$ cat src/rtl/adder_seq.sv
// Multi-cycle adder/subtractor: adds CHUNK bits per clock, rippling the carry
// between cycles through a register, with valid/ready handshakes on both sides.
module adder_seq #(
  parameter int unsigned WIDTH = 32,
  parameter int unsigned CHUNK = 4
) (
  input  logic             clk,
  input  logic             rst,
  input  logic             in_valid,
  output logic             in_ready,
  input  logic [WIDTH-1:0] a,
  input  logic [WIDTH-1:0] b,
  input  logic             c_in,
  input  logic             sub,
  output logic             out_valid,
  input  logic             out_ready,
  output logic [WIDTH-1:0] sum,
  output logic             c_out,
  output logic             ovf
);

  localparam int unsigned NCHUNK = WIDTH / CHUNK;
  localparam int unsigned IDX_W  = (NCHUNK > 1) ? $clog2(NCHUNK) : 1;
  localparam logic [IDX_W-1:0] IDX_LAST   = IDX_W'(NCHUNK - 1);
  localparam logic [WIDTH-1:0] SLICE_MASK = WIDTH'({CHUNK{1'b1}});

  typedef enum logic [1:0] {
    IDLE = 2'd0,
    BUSY = 2'd1,
    DONE = 2'd2
  } state_e;

  state_e           state_q, state_d;
  logic [WIDTH-1:0] a_q, a_d;
  logic [WIDTH-1:0] b_q, b_d;
  logic [WIDTH-1:0] sum_q, sum_d;
  logic [IDX_W-1:0] idx_q, idx_d;
  logic             carry_q, carry_d;
  logic             c_out_q, c_out_d;
  logic             ovf_q, ovf_d;
  logic             in_ready_q, in_ready_d;
  logic             out_valid_q, out_valid_d;

  logic [31:0]      lsb;
  logic [WIDTH-1:0] a_sh;
  logic [WIDTH-1:0] b_sh;
  logic [CHUNK-1:0] a_s;
  logic [CHUNK-1:0] b_s;
  logic [CHUNK:0]   add;
  logic             c_msb;

  // Slice datapath for the current chunk index
  always_comb begin
    lsb   = 32'(idx_q) * CHUNK;
    a_sh  = a_q >> lsb;
    b_sh  = b_q >> lsb;
    a_s   = a_sh[CHUNK-1:0];
    b_s   = b_sh[CHUNK-1:0];
    add   = {1'b0, a_s} + {1'b0, b_s} + (CHUNK+1)'(carry_q);
    // Carry into the slice MSB recovered from its sum bit and operand bits
    c_msb = add[CHUNK-1] ^ a_s[CHUNK-1] ^ b_s[CHUNK-1];
  end

  // Next-state and datapath update
  always_comb begin
    state_d     = state_q;
    a_d         = a_q;
    b_d         = b_q;
    sum_d       = sum_q;
    idx_d       = idx_q;
    carry_d     = carry_q;
    c_out_d     = c_out_q;
    ovf_d       = ovf_q;
    unique case (state_q)
      IDLE: begin
        if (in_valid) begin
          a_d     = a;
          b_d     = sub ? ~b : b;
          carry_d = sub ? 1'b1 : c_in;
          idx_d   = '0;
          state_d = BUSY;
        end
      end
      BUSY: begin
        sum_d   = (sum_q & ~(SLICE_MASK << lsb)) | (WIDTH'(add[CHUNK-1:0]) << lsb);
        carry_d = add[CHUNK];
        if (idx_q == IDX_LAST) begin
          c_out_d = add[CHUNK];
          ovf_d   = c_msb ^ add[CHUNK];
          state_d = DONE;
        end else begin
          idx_d = idx_q + IDX_W'(1);
        end
      end
      DONE: begin
        if (out_ready) begin
          state_d = IDLE;
        end
      end
      default: state_d = IDLE;
    endcase
    in_ready_d  = (state_d == IDLE);
    out_valid_d = (state_d == DONE);
  end

  always_ff @(posedge clk or posedge rst) begin
    if (rst) begin
      state_q     <= IDLE;
      a_q         <= '0;
      b_q         <= '0;
      sum_q       <= '0;
      idx_q       <= '0;
      carry_q     <= 1'b0;
      c_out_q     <= 1'b0;
      ovf_q       <= 1'b0;
      in_ready_q  <= 1'b1;
      out_valid_q <= 1'b0;
    end else begin
      state_q     <= state_d;
      a_q         <= a_d;
      b_q         <= b_d;
      sum_q       <= sum_d;
      idx_q       <= idx_d;
      carry_q     <= carry_d;
      c_out_q     <= c_out_d;
      ovf_q       <= ovf_d;
      in_ready_q  <= in_ready_d;
      out_valid_q <= out_valid_d;
    end
  end

  assign in_ready  = in_ready_q;
  assign out_valid = out_valid_q;
  assign sum       = sum_q;
  assign c_out     = c_out_q;
  assign ovf       = ovf_q;

endmodule

$ cat config.mk
export PLATFORM = sky130hd
export DESIGN_NAME = adder_seq
export DESIGN_NICKNAME = d
export VERILOG_FILES = /design/src/rtl/adder_seq.sv
export SDC_FILE = /design/constraint.sdc
export NUM_CORES = 1
export LEC_CHECK = 0
export BUFFER_PORTS_ARGS = -buffer_cell sky130_fd_sc_hd__buf_4
export CORE_MARGIN = 2
export CORE_UTILIZATION = 55
export CTS_CLUSTER_DIAMETER = 150
export DETAILED_ROUTE_END_ITERATION = 8
export MAX_ROUTING_LAYER = met4
export PLACE_DENSITY_LB_ADDON = 0.1
export SLEW_MARGIN = 25
export SYNTH_ARGS = -nofsm -noshare
export SYNTH_HDL_FRONTEND = slang
export SYNTH_SLANG_ARGS = --single-unit
export TNS_END_PERCENT = 100
$ cat constraint.sdc
create_clock -name clk -period 5.5 [get_ports clk]
set_input_delay 1.65 -clock clk [delete_from_list [all_inputs] [get_ports clk]]
set_output_delay 1.65 -clock clk [all_outputs]
set_load 0.02 [all_outputs]
==> flow_metrics.tcl <==
set metrics [dict create \
    num_rows 34 \
    antenna_left 0 \
    slew_viol_final 0 \
    yosysWarnings 0 \
    p_int_w 0.00242 \
    fill_cells 670 \
    synth_mux_area_share_pct 15.6 \
    path_max_fanout 16 \
    crit_chain "buf_4, mux4_2, nand2_1, nand2_1, fa_1, a211oi_2, nor2_1, xnor2_1, o21ai_0" \
    synthTopCellsByCount "dfrtp_1, nand2_1, nor2_1" \
    grt_use_total_pct 23.4 \
    dieWidth_um 99.3 \
    clkLatencyLatePin_ns 0.36 \
    root_buffer "clkbuf_8" \
    synthFlopType "dfrtp_1" \
    crit_top_cell "nand2_1" \
    fin_crit_ns 3.41 \
    n_antenna_cell 0 \
    synth.area.top_cells "dfrtp_1, mux2_2, mux4_2" \
    setup_viol 0 \
    seq_power_share_pct 34.0 \
    crit_path_start "idx_q[0]" \
    grt_max_degree 100 \
    initial_utilization_pct 57.0 \
    cts_setup_buffers 0 \
    synth-xor-area-share_pct 6.49 \
    clk_path_buf_depth 2 \
    fin_crit_sh_pct 62.1 \
    crit_type "reg -> reg" \
    worst_slack_ns 2.09 \
    yosysMostFrequentCell "dfrtp_1" \
    max-cap-violations 0 \
    hold_path.class "reg -> reg" \
    syn_inst 426 \
    reg2reg_from "idx_q[0]" \
    synth_compound_area_share_pct 10.4 \
    reg2regPathDepth 9 \
    overflow 0 \
    wl_um 10400 \
    rsz0062_at_grt "false" \
    synthAdderAreaFrac_pct 3.06 \
    start_kind "flop" \
    final_layout_size_suffix_gt1_share_pct 33.5 \
    ys_seq_area_share_pct 53.1 \
    synth-simple-area-share_pct 8.34 \
    preCtsSetupSlack_ns 2.10 \
    cp-end-kind "flop" \
    drc 0 \
    power.total_w 0.00418 \
    status "finished clean" \
    die-area_um2 9860 \
    synth_fp_nets 507 \
    dr.pass1.iters 4 \
    clk_transition_reported_paths_ns 0.10 \
    crit_path_max_incr_delay_ns 0.62 \
    synth_edf_count 0 \
    nNetsFinal 601 \
    dp.cells 616 \
    use_met3_pct 4.08 \
    cts_buffers 9 \
    coreArea_um2 8760 \
    critical_path.slowest_cell "dfrtp_1" \
    grt_antenna_before_repair 0 \
    ys_seq_elements 106 \
    top_usage_layer "met2" \
    yosys.area.top_type "dfrtp_1" \
    pwr-share-comb_pct 54.4 \
    async_reset_ff_share_pct 100 \
    setup-tns-final_ns 0 \
    met1_usage_pct 30.9 \
    crit_arrival_ns 3.64 \
    crit_end "sum[19]" \
    p_per_area_nw_per_um2 690 \
    die_h_um 99.3 \
    multiInputGateArea_um2 2200 \
    regArea_um2 2650 \
    syn_avg_cell_area_um2 11.7 \
    tightest_slew_ns 1.01 \
    cts-hold-fix-buffers 0 \
    vdd_ir_drop_max_uv 394 \
    via_per_inst 5.57 \
    port_buffers 105 \
    cp.required_ns 5.73 \
    areaGrowthSynthToFinish_pct 21.3 \
    ctsHtreeMaxLevel 3 \
    hold_viol_final 0 \
    tritoncts "done" \
    vias 3528 \
    finalNonFillerCells 633 \
    p_leak_nw 2.72 \
    use_met2_pct 37.4 \
    clkPwrFrac_pct 11.6 \
    first_global_vias 3576 \
    synth_top_family_by_area "multiplexers" \
    cts_sinks 106 \
    finalClockSkew_ns 0.0140 \
    first_iter_violations 151 \
    r2r-end "sum[19]" \
    place.gp.congestion 0.930 \
    reg2reg_slack_ns 2.09 \
    power_switching_w 0.00176 \
    wl_per_cell_um 16.5 \
    critPathTopFamily "flip-flops" \
    swShare_pct 42.1 \
    max_slew_margin_pct 32.4 \
    grt_pass1_wl_um 17700 \
    synth_top_area_share_pct 52.6 \
    dp_hpwl_um 7520 \
    ios 106 \
    crit_buf_inv 1 \
    syn-cell-area_um2 4990 \
    fin_hold_ws_ns 0.506 \
    yosysUniqueCellTypes 37 \
    cp_num_cells 9 \
    cts_resized 0 \
    clock.fmax_mhz 293 \
]
[cell families (layout without fill, tap and decap cells)]
| logic type | Yosys count | in the layout |
|---|---|---|
| AOI/OAI and AO/OA | 77 | 77 |
| xor gates and xnor gates | 37 | 37 |
| DFF | 106 | 106 |
| buffers and inverters | 34 | 133 |
| and+or+nand+nor | 105 | 105 |
| muxes | 56 | 56 |
| adders and majority gates | 11 | 11 |
[state kept, by name, summed over array words and instances (netlist names)]
register / count
b_q: 32
out_valid: 1
sum: 32
idx_q: 3
state_q: 2
in_ready: 1
c_out: 1
ovf: 1
a_q: 32
carry_q: 1
[worst min-delay path by stage]
stage | endpoint | cells past startpoint | start
floorplan | a_q[10] | 1 | a_q[10]
global placement | sum[3] | 2 | sum[3]
detailed placement | sum[19] | 2 | sum[19]
CTS | sum[19] | 2 | sum[19]
global route | sum[6] | 1 | sum[6]
finish | sum[27] | 2 | sum[27]
[cell usage in the layout, fill, tap and decap left out, types with 2 or more instances in the layout]
cell / netlist / layout
a21oi_1: 33 / 33
a22o_1: 18 / 18
a32o_1: 6 / 6
buf_4: 0 / 108
clkbuf_1: 8 / 2
clkbuf_8: 0 / 10
clkinvlp_4: 0 / 2
dfrtp_1: 105 / 105
fa_1: 2 / 2
ha_1: 9 / 9
inv_1: 6 / 5
mux2_2: 33 / 33
mux2i_1: 9 / 9
mux4_2: 14 / 14
nand2_1: 48 / 48
nand2b_1: 2 / 2
nor2_1: 46 / 46
nor2b_1: 2 / 2
nor3_1: 4 / 4
o211ai_1: 2 / 2
o21ai_0: 8 / 8
o31ai_1: 2 / 2
o41ai_1: 2 / 2
xnor2_1: 34 / 34
xor2_1: 3 / 3
[power by group through the flow]
stage / sequential [W] / clock [W] / combinational, W
2_1_floorplan: 0.00146 / 0 / 0.00158
3_3_place_gp: 0.00143 / 0 / 0.00222
3_5_place_dp: 0.00144 / 0 / 0.00227
4_1_cts: 0.00142 / 0.000490 / 0.00228
5_1_grt: 0.00147 / 0.000529 / 0.00250
6_report: 0.00142 / 0.000484 / 0.00227
[metal layers]
| metal | part of all wire [%] | vias to the layer above |
|---|---|---|
| li1 | - | 1668 |
| met1 | 44 | 1747 |
| met2 | 50 | 101 |
| met3 | 4.8 | 12 |
| met4 | 1.4 | 0 |
| met5 | 0 | - |
[worst register-to-register path: stages (launching register included)]
cell and delay (ns):
dfrtp_1 0.62, buf_4 0.34, mux4_2 0.54, nand2_1 0.08, nand2_1 0.08, fa_1 0.42
a211oi_2 0.38, nor2_1 0.12, xnor2_1 0.52, o21ai_0 0.19
[stage by stage]
step	utilization [%]	cell area [um2]
after global routing	69.1	6060
after detailed placement	66.5	5830
after CTS	68.8	6030
after global placement	66.5	5830
final	69.1	6060
after floorplan	-	4990
[cell type report]
| class | instances | share of cell area, % |
|---|---|---|
| multi-input cells | 286 | 36.3 |
| well taps | 108 | 2.23 |
| clock inverters | 4 | 0.888 |
| inverters | 8 | 0.537 |
| repair buffers | 109 | 13.8 |
| flip-flops and latches | 106 | 43.8 |
| clock buffers | 12 | 2.40 |
(Power assumes the default switching activity.)
